## src/rtl/fpu_pkg.sv

```systemverilog
// fpu_pkg -- constants and types shared by the FPU datapath blocks.
//   EXP_W / FRAC_W / RAW_W : IEEE-754 single field widths and the raw
//                            magnitude width {carry, hidden, frac}.
//   EXP_MAX                : all-ones exponent (infinity / NaN).
//   fnormState_t           : float_norm_pack control states.
//   faluOp_t               : FALU operation encodings used across the FPU.
package fpu_pkg;

  localparam int EXP_W  = 8;
  localparam int FRAC_W = 23;
  localparam int RAW_W  = 25;

  localparam logic [EXP_W-1:0] EXP_MAX = 8'hFF;

  typedef enum logic [1:0] {
    S_IDLE = 2'd0,
    S_NORM = 2'd1,
    S_DONE = 2'd2
  } fnormState_t;

  typedef enum logic [2:0] {
    FALU_ADD = 3'd0,
    FALU_SUB = 3'd1,
    FALU_MUL = 3'd2,
    FALU_DIV = 3'd3,
    FALU_CMP = 3'd4
  } faluOp_t;

endpackage

```

## src/rtl/float_norm_pack_lzc24.sv

```systemverilog
// lzc24 -- combinational 24-bit leading-zero counter.
//   value : 24-bit input word.
//   count : number of zero bits above the most significant one (24 if zero).
module lzc24 (
  input  logic [23:0] value,
  output logic [4:0]  count
);

  logic found;

  // Scan from the MSB; the first one seen fixes the count.
  always_comb begin
    count = 5'd24;
    found = 1'b0;
    for (int i = 23; i >= 0; i--) begin
      if (!found && value[i]) begin
        count = 5'(23 - i);
        found = 1'b1;
      end
    end
  end

endmodule

```

## src/rtl/float_norm_pack.sv

```systemverilog
// float_norm_pack -- normalizes a raw mantissa/exponent pair coming out of
// the add/sub/mul stage and packs it into an IEEE-754 single word.
//
// Ports:
//   clk, rst          : clock, synchronous active-high reset.
//   in_valid/in_ready : operand handshake; transfer on a rising edge where
//                       both are high. out_valid/out_ready: result handshake,
//                       transfer on a rising edge where both are high. A
//                       valid result is held stable until it is taken.
//   in_sign, in_exp   : sign and biased exponent of the raw operand.
//   in_frac           : raw magnitude {carry, hidden, frac[22:0]}.
//   result            : packed {sign, exp[7:0], frac[22:0]}.
//   flag_zero/ovf/unf : zero result / overflow to infinity / subnormal result.
//   dbgState          : current control state, for observation.
//
// Build option: define FNORM_LZC_EN to normalize in a single cycle with a
// leading-zero counter; otherwise the mantissa is shifted one bit per cycle.
// Both builds produce identical results. Rounding is not performed.
module float_norm_pack
  import fpu_pkg::*;
(
  input  logic              clk,
  input  logic              rst,
  input  logic              in_valid,
  output logic              in_ready,
  input  logic              in_sign,
  input  logic [EXP_W-1:0]  in_exp,
  input  logic [RAW_W-1:0]  in_frac,
  output logic              out_valid,
  input  logic              out_ready,
  output logic [31:0]       result,
  output logic              flag_zero,
  output logic              flag_ovf,
  output logic              flag_unf,
  output fnormState_t       dbgState
);

  fnormState_t state, stateNext;

  logic             workSign;
  logic [EXP_W-1:0] workExp;
  logic [RAW_W-1:0] workFrac;

  logic [31:0]      resultReg;
  logic             zeroReg, ovfReg, unfReg;

  // NORM-cycle datapath
  logic             normDone;
  logic [EXP_W-1:0] carryExp;
  logic [EXP_W-1:0] shExp;
  logic [RAW_W-1:0] shFrac;
  logic [31:0]      packRes;
  logic             packZero, packOvf, packUnf;

`ifdef FNORM_LZC_EN
  logic [4:0]       lzCount;
  logic [EXP_W-1:0] maxShift;
  logic [EXP_W-1:0] shAmt;

  lzc24 uLzc (
    .value (workFrac[23:0]),
    .count (lzCount)
  );
`endif

  // ---------------------------------------------------------------- state
  always_ff @(posedge clk) begin
    if (rst) state <= S_IDLE;
    else     state <= stateNext;
  end

  always_comb begin
    stateNext = state;
    case (state)
      S_IDLE:  if (in_valid)  stateNext = S_NORM;
      S_NORM:  if (normDone)  stateNext = S_DONE;
      S_DONE:  if (out_ready) stateNext = S_IDLE;
      default: stateNext = S_IDLE;
    endcase
  end

  always_comb begin
    in_ready  = (state == S_IDLE);
    out_valid = (state == S_DONE);
    dbgState  = state;
  end

  // ------------------------------------------------------ normalize / pack
  always_comb begin
    normDone = 1'b0;
    carryExp = workExp + 8'd1;
    shExp    = workExp;
    shFrac   = workFrac;
    packRes  = 32'h0;
    packZero = 1'b0;
    packOvf  = 1'b0;
    packUnf  = 1'b0;
`ifdef FNORM_LZC_EN
    maxShift = 8'd0;
    shAmt    = 8'd0;
`endif

    if (workFrac == '0) begin
      normDone = 1'b1;
      packRes  = {workSign, 31'b0};
      packZero = 1'b1;
    end else if (workFrac[24]) begin
      // Carry out of the mantissa: one right shift always suffices.
      normDone = 1'b1;
      if (carryExp == EXP_MAX) begin
        packRes = {workSign, EXP_MAX, 23'b0};
        packOvf = 1'b1;
      end else begin
        packRes = {workSign, carryExp, workFrac[23:1]};
      end
    end else begin
`ifdef FNORM_LZC_EN
      // Shift the whole way at once, but never let exp drop below 1;
      // whatever is left un-normalized then packs as a subnormal.
      if (workExp > 8'd1) begin
        maxShift = workExp - 8'd1;
        if ({3'b0, lzCount} < maxShift) shAmt = {3'b0, lzCount};
        else                            shAmt = maxShift;
      end
      shFrac   = workFrac << shAmt;
      shExp    = workExp - shAmt;
      normDone = 1'b1;
`else
      if (!workFrac[23] && (workExp > 8'd1)) begin
        shFrac = workFrac << 1;
        shExp  = workExp - 8'd1;
      end else begin
        normDone = 1'b1;
      end
`endif
      if (shFrac[23]) begin
        packRes = {workSign, shExp, shFrac[22:0]};
      end else begin
        packRes = {workSign, 8'h00, shFrac[22:0]};
        packUnf = 1'b1;
      end
    end
  end

  // ------------------------------------------------------ working registers
  always_ff @(posedge clk) begin
    if (rst) begin
      workSign  <= 1'b0;
      workExp   <= '0;
      workFrac  <= '0;
      resultReg <= 32'h0;
      zeroReg   <= 1'b0;
      ovfReg    <= 1'b0;
      unfReg    <= 1'b0;
    end else begin
      case (state)
        S_IDLE: begin
          if (in_valid) begin
            workSign <= in_sign;
            workExp  <= in_exp;
            workFrac <= in_frac;
            zeroReg  <= 1'b0;
            ovfReg   <= 1'b0;
            unfReg   <= 1'b0;
          end
        end
        S_NORM: begin
          workExp  <= shExp;
          workFrac <= shFrac;
          if (normDone) begin
            resultReg <= packRes;
            zeroReg   <= packZero;
            ovfReg    <= packOvf;
            unfReg    <= packUnf;
          end
        end
        default: ;
      endcase
    end
  end

  assign result    = resultReg;
  assign flag_zero = zeroReg;
  assign flag_ovf  = ovfReg;
  assign flag_unf  = unfReg;

endmodule

```

## config.mk

```make
export PLATFORM = sky130hd
export DESIGN_NAME = float_norm_pack
export DESIGN_NICKNAME = d
export VERILOG_FILES = /design/src/rtl/fpu_pkg.sv /design/src/rtl/float_norm_pack_lzc24.sv /design/src/rtl/float_norm_pack.sv
export SDC_FILE = /design/constraint.sdc
export NUM_CORES = 1
export LEC_CHECK = 0
export CAP_MARGIN = 20
export CORE_UTILIZATION = 29
export CTS_BUF_LIST = sky130_fd_sc_hd__clkbuf_16
export DETAILED_ROUTE_END_ITERATION = 8
export PLACE_DENSITY = 0.61
export SETUP_SLACK_MARGIN = 0.02
export SLEW_MARGIN = 20
export SYNTH_ARGS = -nofsm -noshare
export SYNTH_HDL_FRONTEND = slang
export SYNTH_SLANG_ARGS = --single-unit
```

## constraint.sdc

```tcl
create_clock -name clk -period 2.4 [get_ports clk]
set_input_delay 0.72 -clock clk [delete_from_list [all_inputs] [get_ports clk]]
set_output_delay 0.72 -clock clk [all_outputs]
set_load 0.05 [all_outputs]
```

==> impl_metrics.yaml, run 1 <==
outcome:
  status: "finished clean"
final_layout:
  fillCellCount: 1570
  fin_cells: 840
  final_nets: 666
  area_delta_synth_final_pct: 30.80
  mostFrequentLayoutCells: "71 x dfxtp_1, 71 x clkdlybuf4s50_1, 52 x nand3_1"
  postLayoutCellArea_um2: 5972
  drive_above_1_share: 0.1526
  diodes: 0
floorplanning:
  die_x_um: 127.5
  fp.coreArea_um2: 15260
  die_area_um2: 16250
  start_util: 0.2992
  ios: 77
  die_y_um: 127.5
  placementRows: 45
global_routing:
  grt_pass1_vias: 4768
  grt_usage: 0.2123
  grt_start_max_net_pins: 69
  antenna_found_initial: 0
  grt_overflow: 0
  grt_pass1_wl_mm: 26.92
sta:
  clock_skew_ps: 4.750
  fin_ws_ps: 108.0
  slew_headroom: 0.5944
  clock.fmax_mhz: 436.3
  finalHoldViolations: 0
  setup_viol: 0
  tightest_slew_ps: 593.1
  final.min_clock_period_ps: 2292
  maxSlewViolCount: 0
  setup_tns_ps: 0
  fin_crit_sh: 0.9550
  rsz0062_at_grt: "no"
clocking:
  post_cts_resized: 0
  cts_tree: "built"
  clockRootBuffer: "clkbuf_16"
  cts_sinks: 71
  post-cts-setup-buffers: 0
  clkTransAtPathRegs_ps: 60
  cts_max_path_buffers: 2
  h-tree-depth: 3
  cts_buffers: 9
  insertion_delay_ps: 330
  postCtsHoldBufs: 0
critical_path:
  crit_arrival_ps: 1570
  cp.depth: 1
  slowest_delay_ps: 830
  criticalPathCategory: "reg -> out"
  end_kind: "output pin"
  cp.required_ps: 1680
  reg2reg_to: "workFrac[20]"
  endpoint: "result[1]"
  cpMaxStageDelayCell: "clkdlybuf4s50_1"
  r2r_slack_ps: 170
  cp_max_fo: 3
  critPathTopFamily: "buffers and inverters"
  setup.worst_path.start_class: "flip-flop"
  startpoint: "result[1]"
  reg2reg_depth: 6
  cp_num_buf_inv: 1
  cp_cell_sequence: "clkdlybuf4s50_1"
  worstReg2RegStart: "workExp[2]"
place:
  place_ws_ps: 179.7
  gp_congestion: 0.9219
  post-place-cells: 824
  dpl.hpwl_mm: 11.69
  placed_area_um2: 5672
  port_buffers: 76
route:
  wl_per_cell_um: 20.01
  via_per_inst: 5.949
  drc_errors: 0
  routed_wl_mm: 16.81
  drt_pre_antenna_iters: 5
  ant_nets: 0
  num_vias: 4997
  first_iter_violations: 491
yosys:
  synthFlopType: "dfxtp_1"
  synth_nets: 596
  synth_enable_flop_cells: 0
  ys_seq_area_frac: 0.3113
  synth_top_area_share: 0.3113
  syn-cell-area_um2: 4566
  synth-seq-cells: 71
  syn_inst: 554
  synth_top_cell_by_area: "dfxtp_1"
  async_reset_ff_frac: 0
  avgSynthCellArea_um2: 8.241
  yosys-top-cells-area: "dfxtp_1 31%, nand3_1 5.7%, mux2_1 5.2%"
  yosys.cell_types.count: 56
  ys_warn_count: 0
job:
  cap_violations: 0
pwr:
  power_density_nw_per_um2: 1041
  p_leak_uw: 0.002036
  ir_drop_mv: 0.4722
worst_hold_path:
  min_path_type: "reg -> reg"
==> metal layers <==
metal	track usage	vias to the layer above	wire (um)
met1	0.3070	2436	7853
li1	-	2310	-
met4	0.07703	0	258
met3	0.03350	16	1219
met2	0.3153	235	7476
met5	0	-	0
==> sequential cells by signal, summed over array words and instances, names as in the netlist <==
signal     cells
dbgState       2
flag_ovf       1
flag_unf       1
flag_zero      1
result        32
workExp        8
workFrac      25
workSign       1
==> kinds of logic after synthesis <==
kind of cell    share of synthesized area
compound gates                     0.3467
xor+xnor                          0.01343
simple gates                       0.1842
flops                              0.3113
fa+ha+maj                         0.01096
buf+inv                           0.07701
mux                               0.05645
==> synthesized netlist by cell type, types with 6 or more instances <==
cell type and number:
nor3_1 12, o32ai_1 9, dfxtp_1 71, mux2_1 21
a221oi_1 14, nand3_1 52, nand4_1 6, o21ai_0 10
nor4_1 6, clkbuf_1 40, inv_1 8, o2111ai_1 24
a22oi_1 28, a21oi_1 25, a31o_1 12, buf_6 6
a31o_2 6, nand2_1 44, nor2_1 33, a221oi_2 11
a31oi_1 24, buf_2 14
==> metrics by stage <==
| stage | hold WS [ps] | total power [uW] | util |
|---|---|---|---|
| floorplan | 436.8 | 3840 | - |
| global placement | 444.3 | 4785 | 0.3717 |
| detailed placement | 459.6 | 4845 | 0.3717 |
| CTS | 468.0 | 6197 | 0.3912 |
| global route | 479.9 | 6540 | 0.3914 |
| finish | 462.6 | 6219 | 0.3914 |
==> worst min-delay path by stage <==
stage,start,to,slack (ps),cells after the start
2_1_floorplan,workSign,workSign,440,2
5_1_grt,flag_zero,flag_zero,480,2
4_1_cts,flag_zero,flag_zero,470,2
6_report,flag_zero,flag_zero,460,2
3_5_place_dp,flag_zero,flag_zero,460,2
3_3_place_gp,workSign,workSign,440,2
==> power breakdown <==
| part | internal, uW | switching (uW) | total [uW] | leakage (uW) |
|---|---|---|---|---|
| combinational | 1210 | 1970 | 3180 | 0.00131 |
| clock | 806 | 548 | 1350 | 0.000142 |
| sequential | 1420 | 268 | 1690 | 0.000583 |
==> layout make-up <==
type	instances	area (um^2)	area share
timing repair buffer	124	1149	0.1923
tap	211	264.0	0.04421
multi-input combinational	409	2806	0.4699
clock inverter	7	72.57	0.01215
sequential	71	1421	0.2380
inverter	9	33.78	0.005657
clock buffer	9	225.2	0.03771
(Power assumes the default switching activity.)
==> run 2, diff against run 1 <==
--- a/config.mk
+++ b/config.mk
@@ -6,6 +6,7 @@
 export NUM_CORES = 1
 export LEC_CHECK = 0
 export CAP_MARGIN = 20
+export CORE_MARGIN = 2
 export CORE_UTILIZATION = 29
 export CTS_BUF_LIST = sky130_fd_sc_hd__clkbuf_16
 export DETAILED_ROUTE_END_ITERATION = 8
@@ -15,3 +16,4 @@
 export SYNTH_ARGS = -nofsm -noshare
 export SYNTH_HDL_FRONTEND = slang
 export SYNTH_SLANG_ARGS = --single-unit
+export TNS_END_PERCENT = 1
==> impl_metrics.yaml, run 2 (same netlist as run 1, synthesis figures left out) <==
critical_path:
  cp_num_buf_inv: 1
  reg2reg_depth: 6
  slowest_delay_ps: 850
  critPathTopFamily: "buffers and inverters"
  cp_max_fo: 6
  crit_arrival_ps: 1610
  end_kind: "output pin"
  cp.depth: 1
  cp_cell_sequence: "clkdlybuf4s50_1"
  startpoint: "dbgState[1]"
  criticalPathCategory: "reg -> out"
  cp.required_ps: 1680
  cpMaxStageDelayCell: "clkdlybuf4s50_1"
  worstReg2RegStart: "workExp[3]"
  setup.worst_path.start_class: "flip-flop"
  endpoint: "dbgState[1]"
  r2r_slack_ps: 170
  reg2reg_to: "workFrac[14]"
floorplanning:
  placementRows: 45
  ios: 77
  start_util: 0.2981
  die_x_um: 129.5
  die_area_um2: 16760
  die_y_um: 129.5
  fp.coreArea_um2: 15310
outcome:
  status: "finished clean"
pwr:
  power.total_uw: 6109
  power_density_nw_per_um2: 1023
  ir_drop_mv: 0.5016
  p_leak_uw: 0.002029
worst_hold_path:
  min_path_type: "reg -> reg"
place:
  port_buffers: 76
  dpl.hpwl_mm: 11.64
  gp_congestion: 0.9512
final_layout:
  fillCellCount: 1567
  diodes: 0
  drive_above_1_share: 0.1535
  multiInputGateArea_um2: 2808
  area_delta_synth_final_pct: 30.86
  mostFrequentLayoutCells: "72 x clkdlybuf4s50_1, 71 x dfxtp_1, 52 x nand3_1"
  largest_reg_flops: 32
  final_nets: 669
  ff_latch_area_um2: 1421
  layout_commonest_cell: "clkdlybuf4s50_1"
clocking:
  post-cts-setup-buffers: 0
  cts_buffers: 9
  h-tree-depth: 3
  cts_sinks: 71
  clkTransAtPathRegs_ps: 60
  cts_tree: "built"
  clockRootBuffer: "clkbuf_16"
  cts_max_path_buffers: 2
  insertion_delay_ps: 340
global_routing:
  met1_usage: 0.2954
  use_met3: 0.03179
  grt_use_met2: 0.2873
  grt_pass1_wl_mm: 25.85
  grt_start_max_net_pins: 69
  top_usage_layer: "met1"
  grt_pass1_vias: 4610
  grt_overflow: 0
  grt_usage: 0.1971
  antenna_found_initial: 0
job:
  cap_violations: 0
sta:
  final.min_clock_period_ps: 2332
  fin_crit_sh: 0.9719
  clock.fmax_mhz: 428.7
  clock_skew_ps: 4.938
  setup_viol: 0
  rsz0062_at_grt: "no"
  setup_tns_ps: 0
  finalHoldViolations: 0
  slew_headroom: 0.6241
  tightest_slew_ps: 561.8
  maxSlewViolCount: 0
route:
  num_vias: 4935
  routed_wl_mm: 16.67
  via_per_inst: 5.854
  drc_errors: 0
  drt_pre_antenna_iters: 5
  wl_per_cell_um: 19.77
  ant_nets: 0
  first_iter_violations: 545
run 2: changes by cell type in the layout (fill, tap and decap cells not counted), sizes merged:
cell / previous run / this run
buf: 52 / 55
bufinv: 1 / 0
clkdlybuf4s50: 71 / 72
clkinv: 4 / 5
dlymetal6s2s: 1 / 0
run 2: what timing repair did:
action | CTS | global route
endpoints found under the setup margin | 0 | 1
hold buffers | 0 | 0
resized for setup | 0 | 1
run 2: area by class of cell:
type / count / area share
multi-input cells: 409 / 0.4699
flip-flops and latches: 71 / 0.2379
repair buffers: 127 / 0.1977
well taps: 211 / 0.04419
clock buffers: 9 / 0.03770
clock inverters: 7 / 0.006911
inverters: 9 / 0.005654
run 2: worst min path at each step:
stage	startpoint	endpoint	cells past startpoint
after floorplan	workSign	workSign	2
after global placement	flag_zero	flag_zero	2
after detailed placement	workSign	workSign	2
after CTS	workSign	workSign	2
after global routing	workSign	workSign	2
final	flag_zero	flag_zero	2
run 2: metal layers:
metal  up-vias  share of wire
met2       213           0.44
li1       2309              -
met5         -              0
met4         0          0.013
met1      2395           0.47
met3        18          0.077
run 2: report_power, final:
| part | switching (uW) | internal (uW) | leakage (uW) | total (uW) |
|---|---|---|---|---|
| registers | 261 | 1420 | 0.000583 | 1680 |
| clock network | 535 | 690 | 0.000130 | 1230 |
| logic | 1960 | 1240 | 0.00132 | 3210 |
run 2: through the flow:
| stage | instance area [um^2] | hold WS (ps) | setup slack, ps | instances | util |
|---|---|---|---|---|---|
| after global routing | 5974 | 494.8 | 28.32 | 843 | 0.3901 |
| after detailed placement | 5707 | 461.6 | 173.3 | 827 | 0.3726 |
| after CTS | 5973 | 469.3 | 61.74 | 843 | 0.3900 |
| after floorplan | 4568 | 436.8 | 98.37 | 554 | - |
| after global placement | 5707 | 457.8 | 109.1 | 827 | 0.3726 |
| final | 5974 | 464.7 | 67.52 | 843 | 0.3901 |
